[config.mk]
export PLATFORM = sky130hd
export DESIGN_NAME = lifo_stream_adapter_flat
export DESIGN_NICKNAME = d
export VERILOG_FILES = /design/src/rtl/lifo_stream_adapter_pkg.sv /design/src/rtl/lifo_stream_adapter_if.sv /design/src/rtl/lifo_stream_adapter_occ_cnt.sv /design/src/rtl/lifo_stream_adapter.sv /design/src/flat_wrapper.sv
export SDC_FILE = /design/constraint.sdc
export NUM_CORES = 1
export LEC_CHECK = 0
export CAP_MARGIN = 0
export CORE_MARGIN = 2
export CORE_UTILIZATION = 40
export CTS_CLUSTER_DIAMETER = 80
export DETAILED_ROUTE_END_ITERATION = 8
export GPL_ROUTABILITY_DRIVEN = 0
export PLACE_DENSITY = 0.75
export SLEW_MARGIN = 30
export SYNTH_ARGS = -nofsm -noshare
export SYNTH_HDL_FRONTEND = slang
export SYNTH_SLANG_ARGS = --single-unit
[constraint.sdc]
create_clock -name clk -period 2.94 [get_ports clk]
set_input_delay 0.588 -clock clk [delete_from_list [all_inputs] [get_ports clk]]
set_output_delay 0.588 -clock clk [all_outputs]
set_load 0.005 [all_outputs]
[src/rtl/lifo_stream_adapter_pkg.sv]
// Shared types and constants for the LIFO stream adapter and its occupancy counter.
package lifo_pkg;

    localparam int DW_DEF    = 4;
    localparam int DEPTH_DEF = 8;

    localparam logic RW_WRITE = 1'b0;
    localparam logic RW_READ  = 1'b1;

    typedef enum logic [1:0] {
        IDLE = 2'd0,
        PUSH = 2'd1,
        POP  = 2'd2,
        CAPT = 2'd3
    } state_e;

endpackage

[src/rtl/lifo_stream_adapter_if.sv]
// Push (valid/ready) and pop (request/valid) handshake bundle between producer/consumer and adapter.
interface lifo_stream_adapter_if #(
    parameter int DW = 4
);
    logic          push_valid;
    logic          push_ready;
    logic [DW-1:0] push_data;
    logic          pop_req;
    logic          pop_ready;
    logic          pop_valid;
    logic [DW-1:0] pop_data;

    modport master (
        output push_valid, push_data, pop_req,
        input  push_ready, pop_ready, pop_valid, pop_data
    );

    modport slave (
        input  push_valid, push_data, pop_req,
        output push_ready, pop_ready, pop_valid, pop_data
    );
endinterface

[src/rtl/lifo_stream_adapter_occ_cnt.sv]
// Saturating up/down shadow occupancy counter (0..DEPTH) with synchronous active-low reset.
module lifo_occ_cnt #(
    parameter  int DEPTH = 8,
    localparam int CW    = $clog2(DEPTH + 1)
) (
    input  logic          clk,
    input  logic          Rst,
    input  logic          inc,
    input  logic          dec,
    output logic [CW-1:0] count
);
    localparam logic [CW-1:0] MAX_CNT = CW'(DEPTH);

    logic [CW-1:0] count_q;
    logic [CW-1:0] count_d;

    // Next count: saturate at both ends so the shadow count can never wrap.
    always_comb begin
        count_d = count_q;
        if (inc && !dec && (count_q != MAX_CNT)) begin
            count_d = count_q + CW'(1);
        end else if (dec && !inc && (count_q != '0)) begin
            count_d = count_q - CW'(1);
        end else begin
            count_d = count_q;
        end
    end

    // Count register.
    always_ff @(posedge clk) begin
        if (!Rst) begin
            count_q <= '0;
        end else begin
            count_q <= count_d;
        end
    end

    assign count = count_q;

endmodule

[src/rtl/lifo_stream_adapter.sv]
// Handshake front-end driving a single-port LIFO stack (EN/RW/dataIn) and capturing its dataOut.
// Define LIFO_FLAG_CHECK_EN to compare the stack's EMPTY/FULL flags against the shadow count.
module lifo_stream_adapter
    import lifo_pkg::*;
#(
    parameter  int DW    = DW_DEF,
    parameter  int DEPTH = DEPTH_DEF,
    localparam int CW    = $clog2(DEPTH + 1)
) (
    input  logic                  clk,
    input  logic                  Rst,
    lifo_stream_adapter_if.slave  s,
    output logic [DW-1:0]         lifo_dataIn,
    output logic                  lifo_RW,
    output logic                  lifo_EN,
    input  logic [DW-1:0]         lifo_dataOut,
    input  logic                  lifo_EMPTY,
    input  logic                  lifo_FULL,
    output logic [CW-1:0]         count,
    output logic                  err
);
    localparam logic [CW-1:0] MAX_CNT = CW'(DEPTH);

    state_e        state_q, state_d;
    logic          en_q, en_d;
    logic          rw_q, rw_d;
    logic [DW-1:0] din_q, din_d;
    logic          pv_q, pv_d;
    logic [DW-1:0] pd_q, pd_d;
    logic          err_q, err_d;
    logic          inc_s, dec_s;
    logic          push_acc_s, pop_acc_s;

    lifo_occ_cnt #(.DEPTH(DEPTH)) u_occ_cnt (
        .clk   (clk),
        .Rst   (Rst),
        .inc   (inc_s),
        .dec   (dec_s),
        .count (count)
    );

    assign s.push_ready = (state_q == IDLE) && (count < MAX_CNT);
    assign s.pop_ready  = (state_q == IDLE) && (count != '0);
    assign pop_acc_s    = s.pop_req && s.pop_ready;
    assign push_acc_s   = s.push_valid && s.push_ready && !pop_acc_s;

    // Next-state and registered-output logic; a pop wins over a simultaneous push.
    always_comb begin
        state_d = state_q;
        en_d    = 1'b0;
        rw_d    = RW_WRITE;
        din_d   = din_q;
        pv_d    = 1'b0;
        pd_d    = pd_q;
        inc_s   = 1'b0;
        dec_s   = 1'b0;
        case (state_q)
            IDLE: begin
                if (pop_acc_s) begin
                    state_d = POP;
                    en_d    = 1'b1;
                    rw_d    = RW_READ;
                    dec_s   = 1'b1;
                end else if (push_acc_s) begin
                    state_d = PUSH;
                    en_d    = 1'b1;
                    din_d   = s.push_data;
                    inc_s   = 1'b1;
                end else begin
                    state_d = IDLE;
                end
            end
            PUSH:    state_d = IDLE;
            POP:     state_d = CAPT;
            CAPT: begin
                pd_d    = lifo_dataOut;
                pv_d    = 1'b1;
                state_d = IDLE;
            end
            default: state_d = IDLE;
        endcase
    end

`ifdef LIFO_FLAG_CHECK_EN
    // Sticky error when the stack's flags disagree with the shadow count while idle.
    always_comb begin
        if ((state_q == IDLE) &&
            (((count == '0) != lifo_EMPTY) || ((count == MAX_CNT) != lifo_FULL))) begin
            err_d = 1'b1;
        end else begin
            err_d = err_q;
        end
    end
`else
    logic unused_flags_s;
    assign unused_flags_s = lifo_EMPTY ^ lifo_FULL;
    assign err_d          = 1'b0;
`endif

    // State and output registers.
    always_ff @(posedge clk) begin
        if (!Rst) begin
            state_q <= IDLE;
            en_q    <= 1'b0;
            rw_q    <= RW_WRITE;
            din_q   <= '0;
            pv_q    <= 1'b0;
            pd_q    <= '0;
            err_q   <= 1'b0;
        end else begin
            state_q <= state_d;
            en_q    <= en_d;
            rw_q    <= rw_d;
            din_q   <= din_d;
            pv_q    <= pv_d;
            pd_q    <= pd_d;
            err_q   <= err_d;
        end
    end

    assign lifo_EN     = en_q;
    assign lifo_RW     = rw_q;
    assign lifo_dataIn = din_q;
    assign s.pop_valid = pv_q;
    assign s.pop_data  = pd_q;
    assign err         = err_q;

endmodule

[src/flat_wrapper.sv]
// flat-port wrapper written by rule: the top's interface ports become plain ports
module lifo_stream_adapter_flat import lifo_pkg::*;
#(
    parameter  int DW    = DW_DEF,
    parameter  int DEPTH = DEPTH_DEF,
    localparam int CW    = $clog2(DEPTH + 1)
)
  (clk, Rst, lifo_dataIn, lifo_RW, lifo_EN, lifo_dataOut, lifo_EMPTY, lifo_FULL, count, err, s_push_valid, s_push_data, s_pop_req, s_push_ready, s_pop_ready, s_pop_valid, s_pop_data);
  lifo_stream_adapter_if #(.DW(DW)) s_i ();
  input  logic clk;
  input  logic Rst;
  output logic [DW-1:0] lifo_dataIn;
  output logic lifo_RW;
  output logic lifo_EN;
  input  logic [DW-1:0] lifo_dataOut;
  input  logic lifo_EMPTY;
  input  logic lifo_FULL;
  output logic [CW-1:0] count;
  output logic err;
  input wire logic [$bits(s_i.push_valid)-1:0] s_push_valid;
  input wire logic [$bits(s_i.push_data)-1:0] s_push_data;
  input wire logic [$bits(s_i.pop_req)-1:0] s_pop_req;
  output wire logic [$bits(s_i.push_ready)-1:0] s_push_ready;
  output wire logic [$bits(s_i.pop_ready)-1:0] s_pop_ready;
  output wire logic [$bits(s_i.pop_valid)-1:0] s_pop_valid;
  output wire logic [$bits(s_i.pop_data)-1:0] s_pop_data;
  assign s_i.push_valid = s_push_valid;
  assign s_i.push_data = s_push_data;
  assign s_i.pop_req = s_pop_req;
  assign s_push_ready = s_i.push_ready;
  assign s_pop_ready = s_i.pop_ready;
  assign s_pop_valid = s_i.pop_valid;
  assign s_pop_data = s_i.pop_data;
  lifo_stream_adapter #(.DW(DW), .DEPTH(DEPTH)) u_core (.clk(clk), .Rst(Rst), .s(s_i), .lifo_dataIn(lifo_dataIn), .lifo_RW(lifo_RW), .lifo_EN(lifo_EN), .lifo_dataOut(lifo_dataOut), .lifo_EMPTY(lifo_EMPTY), .lifo_FULL(lifo_FULL), .count(count), .err(err));
endmodule
==> results of run 1 <==
-- state kept, by name, summed over array words and instances, names as in the netlist --
register	flops
u_core.u_occ_cnt.count	4
u_core.lifo_dataIn	4
u_core.s.pop_data	4
u_core.lifo_EN	1
u_core.state_q	2
u_core.s.pop_valid	1
u_core.lifo_RW	1
-- worst max path at each step --
| stage | from | endpoint | slack, ns | cells past startpoint |
|---|---|---|---|---|
| floorplan | s_push_valid | u_core.u_occ_cnt.count[3]$_SDFFE_PN0P_ | 0.52 | 8 |
| global placement | s_push_valid | u_core.u_occ_cnt.count[3]$_SDFFE_PN0P_ | 0.1 | 9 |
| detailed placement | s_push_valid | u_core.u_occ_cnt.count[3]$_SDFFE_PN0P_ | 0.05 | 9 |
| CTS | s_push_valid | u_core.u_occ_cnt.count[3]$_SDFFE_PN0P_ | 0.35 | 9 |
| global route | s_push_valid | u_core.u_occ_cnt.count[3]$_SDFFE_PN0P_ | 0.24 | 9 |
| finish | s_push_valid | u_core.u_occ_cnt.count[3]$_SDFFE_PN0P_ | 0.36 | 9 |
-- power groups by stage --
stage                     clock [uW]  sequential (uW)  combinational, uW
after global placement             0              350                465
after floorplan                    0              327                309
after detailed placement           0              352                482
final                            126              346                482
after global routing             139              356                533
after CTS                        129              346                486
-- per-layer routing --
metal  vias up  global-route usage, %  wire length [um]  share of wire (%)
met3         4                   4.62                78                5.1
met4         0                   10.0                36                2.3
met5         -                      0                 0                  0
met1       279                   22.7               687                 45
met2        19                   25.8               729                 48
li1        319                      -                 -                  -
-- synthesized netlist by cell type, types with 2 or more instances --
master	n
nand3_1	6
xor2_1	2
dfxtp_1	17
inv_2	2
nor2_1	10
a21oi_1	7
ha_1	2
mux2i_1	6
nand2_1	7
clkbuf_1	2
-- stage by stage --
stage	utilization [%]	instance area (sq um)	hold WS, ns	worst slack, ns
finish	62.1	1070	0.459	0.355
global route	62.1	1070	0.482	0.243
CTS	62.1	1070	0.461	0.351
detailed placement	60.5	1040	0.446	0.0458
global placement	60.5	1040	0.443	0.0968
floorplan	-	738	0.453	0.523
-- cell type report --
cell class              count  area [sq um]
clock buffers               3          22.5
clock inverters             1          5.00
fillers                   170           654
inverters                   2          7.51
multi-input cells          53           370
flip-flops and latches     17           340
well taps                  25          31.3
repair buffers             30           295
-- logic make-up (layout without fill, tap and decap cells) --
kind of cell	after synthesis	in the layout	synth area share (%)
AO/OA/AOI/OAI	11	11	12.9
XOR/XNOR	2	2	2.37
adder cells (fa/ha/maj)	3	3	6.10
buffers and inverters	6	36	3.73
flip-flops	17	17	46.1
multiplexers	6	6	8.14
other	1	1	0.508
AND/OR/NAND/NOR	30	30	20.2
-- cells in the final DEF (no fill, tap or decap) --
cell type        netlist  routed
or4b_4                 1       1
nor3_1                 1       1
clkbuf_4               0       3
dfxtp_1               17      17
nand2b_1               1       1
ha_1                   2       2
clkinv_2               0       1
nand2_1                7       7
inv_2                  2       2
a21oi_1                7       7
conb_1                 1       1
nor2_2                 1       1
buf_4                  1       2
a31oi_4                1       1
o21ai_0                1       1
nor2_1                10      10
fa_1                   1       1
mux2i_1                6       6
a31oi_1                1       1
nand3_1                6       6
xor2_1                 2       2
a32oi_4                1       1
and2_1                 1       1
or3_1                  1       1
clkdlybuf4s50_1        0      28
or4_4                  1       1
-- tightest hold or removal path: stages, from the launching register on --
cell	delay [ns]
dfxtp_1	0.32
nand2_1	0.05
a21oi_1	0.05
==> flow_summary_export.csv, run 1 <==
group,metric,value,unit
yosys,synthFlopType,"dfxtp_1",
worst_setup_path,crit_fanout,4,
global_routing,antenna_found_initial,0,
pwr,clkPwrFrac,13.2,%
worst_setup_path,critPathBufInv,2,
pwr,p_sw_share,36.5,%
yosys,syn_area,738,sq um
worst_setup_path,critPathKind,"primary input to register",
route,ant_nets,0,
clock_network,clkSinkCount,17,
pwr,p_switching,348,uW
clock_network,clk_pin_slew_worst_paths,0.10,ns
worst_setup_path,arrival,2.82,ns
clock_network,cts_buffers,3,
worst_hold_path,hold_start,"u_core.s.pop_data[3]$_SDFFE_PN0P_",
route,viasPerCell,4.74,
timing,hold_viol,0,
die,die_area,0.00221,sq mm
clock_network,postCtsSetupRepairBufs,0,
finish,layout-drive-gt1-share,12.3,%
global_routing,grt_use_total,17.4,%
worst_setup_path,required,3.17,ns
global_routing,grt_overflow_total,0,
yosys,ys_warn_count,0,
pwr,ir_worst_vdd,625,uV
pwr,powerDensity,889,mW/mm^2
pwr,combPwrFrac,50.5,%
global_routing,grt_max_degree,18,
route,firstDrtPassIters,3,
die,io_pins,32,
die,dieWidth,47.0,um
finish,area_growth,45.3,%
global_routing,grt_pass1_vias,589,
place,port_buffers,28,
pwr,p_int,605,uW
yosys,yosysTopAreaCell,"dfxtp_1",
worst_setup_path,critPathMaxStageDelay,0.47,ns
worst_setup_path,cp-end-kind,"register",
route,vias,621,
timing,rsz0062_at_grt,"no",
clock_network,tritoncts,"yes",
clock_network,cts.hold.buffers_added,0,
worst_setup_path,cp-start-kind,"primary input",
status,status,"completed",
worst_hold_path,min_path_cells,2,
job,drv_cap,0,
worst_setup_path,critPathTopFamily,"simple AND/OR/NAND/NOR gates",
worst_setup_path,reg2reg_setup_slack,0.57,ns
finish,stdcell_count,131,
clock_network,ctsLongestPathBuffers,2,
pwr,p_leak,0.000405,uW
worst_setup_path,cpMaxStageDelayCell,"clkdlybuf4s50_1",
yosys,synth-async-reset-ratio,0,%
pwr,seqPwrFrac,36.3,%
die,core,0.00173,sq mm
worst_hold_path,hold_class,"register to register",
clock_network,root_buffer,"clkbuf_4",
clock_network,htree_levels,1,
place,dp_cells,127,
timing,slew_viol_final,0,
yosys,yosys.area.top_type_share,46.1,%
finish,antenna_cells,0,
timing,fin_skew,0.00438,ns
yosys,syn-num-nets,93,
clock_network,cts_resized,0,
finish,nets,124,
worst_setup_path,r2r_start,"u_core.u_occ_cnt.count[3]$_SDFFE_PN0P_",
timing,fmaxAchievable,0.387,GHz
timing,min_period,2.58,ns
worst_setup_path,path_cells,"clkdlybuf4s50_1, or4b_4, a31oi_4, inv_2, ha_1, a21oi_1, nand2_1, or3_1, a31oi_1",
pwr,total_power,953,uW
yosys,synth-edff-count,0,
yosys,syn_avg_cell_area,9.71,sq um
yosys,synth.ff_latch_count,17,
worst_setup_path,r2r_cells,8,
yosys,yosysSeqAreaShare,46.1,%
global_routing,grt_pass1_wl,2600,um
die,initial_core_util,42.8,%
route,routed_wl,1530,um
die,fp.dieH,47.0,um
timing,post-route-period-util,87.9,%
yosys,synth.distinct_cells,25,
yosys,synth_area_leaders,"dfxtp_1, mux2i_1, nor2_1",
yosys,synthCells,76,
timing,setup_viol,0,
worst_hold_path,min_to,"u_core.s.pop_data[3]$_SDFFE_PN0P_",
worst_setup_path,r2r-end,"u_core.u_occ_cnt.count[3]$_SDFFE_PN0P_",
place,hpwl,1160,um
route,drc,0,
route,wl_per_cell,11.7,um
route,drt_iter0_drc,4,
clock_network,insertion_delay,0.29,ns
timing,setup_tns,0,ns
die,fp-row-count,15,
(Power assumes the default switching activity.)
==> run 2, diff against run 1 <==
--- a/config.mk
+++ b/config.mk
@@ -12,6 +12,7 @@
 export DETAILED_ROUTE_END_ITERATION = 8
 export GPL_ROUTABILITY_DRIVEN = 0
 export PLACE_DENSITY = 0.75
+export SETUP_SLACK_MARGIN = 0.1
 export SLEW_MARGIN = 30
 export SYNTH_ARGS = -nofsm -noshare
 export SYNTH_HDL_FRONTEND = slang
==> results of run 2 <==
Final layout, timing and power as in run 1 (identical DEF).
